$ cat src/rtl/int2float_pkg.sv
// Shared constants and result payload for the unsigned-integer to minifloat converter.
package int2float_pkg;

  localparam int unsigned INT_W        = 11;
  localparam int unsigned EXP_W        = 3;
  localparam int unsigned MAN_W        = 4;
  localparam int unsigned DENORM_LIMIT = 16;

  typedef struct packed {
    logic [EXP_W-1:0] e;
    logic [MAN_W-1:0] m;
  } mini_float_t;

endpackage

$ cat src/rtl/int2float_lod.sv
// Leading-one detector and truncating mantissa extractor (combinational).
module int2float_lod
  import int2float_pkg::*;
(
  input  logic [INT_W-1:0] B,
  output logic [EXP_W-1:0] E,
  output logic [MAN_W-1:0] M
);

  // Later (higher) bit positions overwrite earlier ones, so the highest set bit wins.
  always_comb begin
    E = '0;
    M = B[MAN_W-1:0];
    for (int i = MAN_W; i < INT_W; i++) begin
      if (B[i]) begin
        E = EXP_W'(i - 3);
        M = B[i-1 -: MAN_W];
      end
    end
  end

endmodule

$ cat src/rtl/int2float_reg.sv
// Registered 11-bit unsigned to 7-bit minifloat converter, one cycle latency.
module int2float_reg
  import int2float_pkg::*;
(
  input  logic             clk,
  input  logic             rst,
  input  logic             in_valid,
  input  logic [INT_W-1:0] B,
  output logic             out_valid,
  output logic [EXP_W-1:0] E,
  output logic [MAN_W-1:0] M
);

  mini_float_t conv_c;

  int2float_lod u_lod (
    .B (B),
    .E (conv_c.e),
    .M (conv_c.m)
  );

  // Datapath is free-running; out_valid alone qualifies the result.
  always_ff @(posedge clk) begin
    if (rst) begin
      out_valid <= 1'b0;
      E         <= '0;
      M         <= '0;
    end else begin
      out_valid <= in_valid;
      E         <= conv_c.e;
      M         <= conv_c.m;
    end
  end

endmodule

$ cat config.mk
export PLATFORM = sky130hd
export DESIGN_NAME = int2float_reg
export DESIGN_NICKNAME = d
export VERILOG_FILES = /design/src/rtl/int2float_pkg.sv /design/src/rtl/int2float_lod.sv /design/src/rtl/int2float_reg.sv
export SDC_FILE = /design/constraint.sdc
export NUM_CORES = 1
export LEC_CHECK = 0
export ABC_AREA = 1
export ABC_CLOCK_PERIOD_IN_PS = 1850
export CORE_AREA = 5 5 42 44
export DETAILED_ROUTE_END_ITERATION = 6
export DIE_AREA = 0 0 47 49
export PLACE_DENSITY = 0.73
export SYNTH_ARGS = -nofsm -noshare
export SYNTH_HDL_FRONTEND = slang
export SYNTH_HIERARCHICAL = 1
export SYNTH_SLANG_ARGS = --single-unit
$ cat constraint.sdc
create_clock -name clk -period 1.85 [get_ports clk]
set_input_delay 0.37 -clock clk [delete_from_list [all_inputs] [get_ports clk]]
set_output_delay 0.37 -clock clk [all_outputs]
set_load 0.03 [all_outputs]
After elaboration in Yosys (flattened, before gate mapping)
Index checks and enable logic that the tools add are counted.
- register bits: 8
- input port bits: 14
- output and inout bits: 8
- multiplexer cells: 13
- operator list (cell ; number):
    4-bit 2-to-1 mux ; 6
    3-bit 2-to-1 mux ; 4
    2-bit 2-to-1 mux ; 2
    1-bit 2-to-1 mux ; 1

Depth between registers and ports, before layout
Gate-level depths: netlist (run 1).
- depth after elaboration: 7
- mapped depth: 9

Hierarchy
Netlist (run 1), hierarchy kept.
- modules (own cells, without submodules) (module ; times used ; cells an instance ; area an instance (um^2) ; sequential area each (um^2)):
    int2float_lod ; 1 ; 62 ; 271.5 ; 0.0
    int2float_reg ; 1 ; 25 ; 231.5 ; 160.2

Worst setup path after synthesis (run 1)
No wires, ideal clock.
- path type: input -> register
- start point: in B[6]
- end point: reg M[2]
- data arrival time: 903 ps
- data required time: 1786 ps
- slack: 883 ps
- cell stages on the path: 9
- path buffers: 0
- path through: nor2_2 > nand2_1 > nand3_1 > nand2_1 > nand2_1 > nand2_1 > nand2_1 > inv_1 > nor2_1
- RTL lines (item ; RTL line ; RTL):
    start, declared ; int2float_reg.sv:8 ; input logic [INT_W-1:0] B,
    end signal, assigned ; int2float_reg.sv:31 ; M <= conv_c.m;
    end, declared ; int2float_reg.sv:11 ; output logic [MAN_W-1:0] M

Final worst setup path (run 1)
- start point: reg M[2]
- end point: out M[2]
No word-level cell between the ends.

==> metrics.md, run 1 <==
| Metric | Value |
|---|---|
| Final period util | `0.855` |
| Antenna diodes | `0` |
| Starting density of the core | `0.359` |
| Max Cap Viol | `0` |
| Number of global-route vias before repair | `507` |
| Crit path max fanout | `1` |
| Element type at the critical path end | `output pin` |
| Leakage power | `around 0.37 nW` |
| Critical path depth in cells | `1` |
| CTS tree | `done` |
| Top post-synthesis cells by area | `dfxtp_1 (32%), nand2_1 (20%), inv_1 (10%)` |
| Final hold vios | `0` |
| Setup TNS | `0 ns` |
| WL final | `1140 um` |
| Deepest level of the CTS H-tree | `1` |
| Port bufs | `21` |
| Peak Freq | `~630 MHz` |
| Critical path data arrival time | `between 1 and 1.5 ns` |
| # DRC | `0` |
| Largest net degree at the start of global routing | `13` |
| Clock-pin transition on the worst setup and hold timing paths | `approximately 0.050 ns` |
| Fillers | `between 150 and 200` |
| Multi-input logic area | `around 260 um2` |
| Ys Warns | `6` |
| Critical Path RT | `around 1.5 ns` |
| Crit path kind | `flip-flop to output pin` |
| P&R area growth vs syn | `47.0%` |
| Register area | `about 160 um2` |
| Cell family with the largest share of critical-path delay | `buffers and inverters` |
| Peak supply drop | `approximately 0.00021 V` |
| Vias per cell | `4.58` |
| Syn Inst Count | `87` |
| CP endpoint | `M[2]` |
| Slew Limit Fails | `0` |
| First drt pass iteration count | `4` |
| CTS Sinks | `8` |
| Final WS setup | `0.268 ns` |
| Syn avg cell area | `about 5.8 um2` |
| Die ar. | `between 2000 and 2500 um2` |
| Mapped Nets | `between 100 and 150` |
| Nets | `125` |
| Area leader, netlist | `dfxtp_1` |
| Clk buf depth | `2` |
| Worst setup SP type | `flip-flop` |
| 1st-iter DRT viols | `6` |
| # resized after CTS | `0` |
| WP buf/inv | `1` |
| Slowest stage delay, CP | `~0.66 ns` |
| RSZ-0062 raised after global routing | `false` |
| Final HPWL DP | `~940 um` |
| GRT overflow | `0` |
| Pre-CTS WS | `0.149 ns` |
| Critical path startpoint | `M[2]` |
| Register area share after synthesis | `0.318` |
| GRT Resource Usage Total | `0.111` |
| Row cnt | `14` |
| Final setup violation count | `0` |
| CTS root buf | `clkbuf_4` |
| Initial antenna violation count | `0` |
| PD cells | `around 620 nW/um2` |
| Status | `finished clean` |
| DR vias | `approximately 570` |
| CTS buffer count | `3` |
| Post-Syn Area | `roughly 500 um2` |
| Synth unique cells | `14` |
| Top Ports | `22` |
| Fin crit period | `about 1.6 ns` |
| Post-synth top area share | `0.318` |
| Drt wl/cell | `roughly 9.1 um` |
| Die Wd | `~47 um` |
| Hold buffer count at cts | `0` |
| Share of post-route cells with drive strength above 1 | `0.0734` |
| Post-synthesis register bit count | `8` |
| Die height | `49 um` |
| Max-slew headroom | `0.756` |
| First-pass GRT wire length | `1970 um` |
| Min-Delay Path Class | `primary input to flip-flop` |
| GPL Wtd Cong | `around 0.85` |
| CORE AREA | `roughly 1400 um2` |
| Post-CTS Setup Bufs | `0` |
| Slowest cell on the critical path | `clkdlybuf4s50_1` |
| Final ANT Viol Nets | `0` |
| Critical Path, Cell by Cell | `clkdlybuf4s50_1` |
| Slew @ Worst Pin | `around 0.36 ns` |
## stage by stage
stage,cell area [um2],cells,power (mW),hold slack (ns),utilization
finish,739,125,0.456,0.655,0.528
global route,739,125,0.490,0.654,0.528
CTS,739,125,0.464,0.651,0.528
detailed placement,717,122,0.337,0.903,0.512
global placement,717,122,0.337,0.898,0.512
floorplan,503,87,0.271,0.477,-
## routing by layer
| metal | track usage | vias to the layer above | part of all wire |
|---|---|---|---|
| met5 | 0 | - | 0 |
| met4 | 0.0553 | 0 | 0 |
| met3 | 0.0111 | 0 | 0.11 |
| met2 | 0.179 | 24 | 0.45 |
| met1 | 0.139 | 234 | 0.44 |
| li1 | - | 314 | - |
## cells in the final DEF, fill, tap and decap left out, drive strengths merged
master	n
a21oi	7
clkbuf	3
clkdlybuf4s50	21
dfxtp	8
inv	17
nand2	27
nand3	6
nor2	11
o21ai	6
o22ai	2
o31ai	1
## logic make-up after synthesis
logic type	Yosys count	synth area share
simple gates	44	0.353
flops	8	0.318
buf+inv	19	0.159
compound gates	16	0.169
## cell usage after synthesis
cell     instances
o21ai_0          3
inv_1           14
inv_2            3
dfxtp_1          8
a21oi_1          7
buf_6            1
nor2_1           9
nand2_1         27
nand3_1          6
buf_2            1
nor2_2           2
o21ai_1          3
o22ai_1          2
o31ai_1          1
## power breakdown
part,internal [mW],switching (mW)
Combinational,0.0664,0.0796
Sequential,0.185,0.00275
Clock,0.0736,0.0495
Total,0.325,0.132
## flip-flops by register name, summed over array words and instances (netlist names)
register / flops
out_valid: 1
M: 4
E: 3
## final cells by class
| type | instances | share of cell area |
|---|---|---|
| sequential | 8 | 0.217 |
| timing repair buffer | 21 | 0.284 |
| tap | 16 | 0.0271 |
| multi-input combinational | 60 | 0.355 |
| inverter | 17 | 0.0863 |
| clock buffer | 3 | 0.0305 |
## worst min-delay path by stage
stage / startpoint / end / slack, ns / depth (start not counted)
3_3_place_gp: in_valid / out_valid / 0.90 / 3
4_1_cts: in_valid / out_valid / 0.65 / 3
6_report: in_valid / out_valid / 0.65 / 3
3_5_place_dp: in_valid / out_valid / 0.90 / 3
2_1_floorplan: in_valid / out_valid / 0.48 / 2
5_1_grt: in_valid / out_valid / 0.65 / 3
(Power assumes the default switching activity.)
==> run 2: changes to the inputs <==
TNS_END_PERCENT = 5   (was default)
==> results of run 2 <==
Final layout, timing and power as in run 1 (identical DEF).
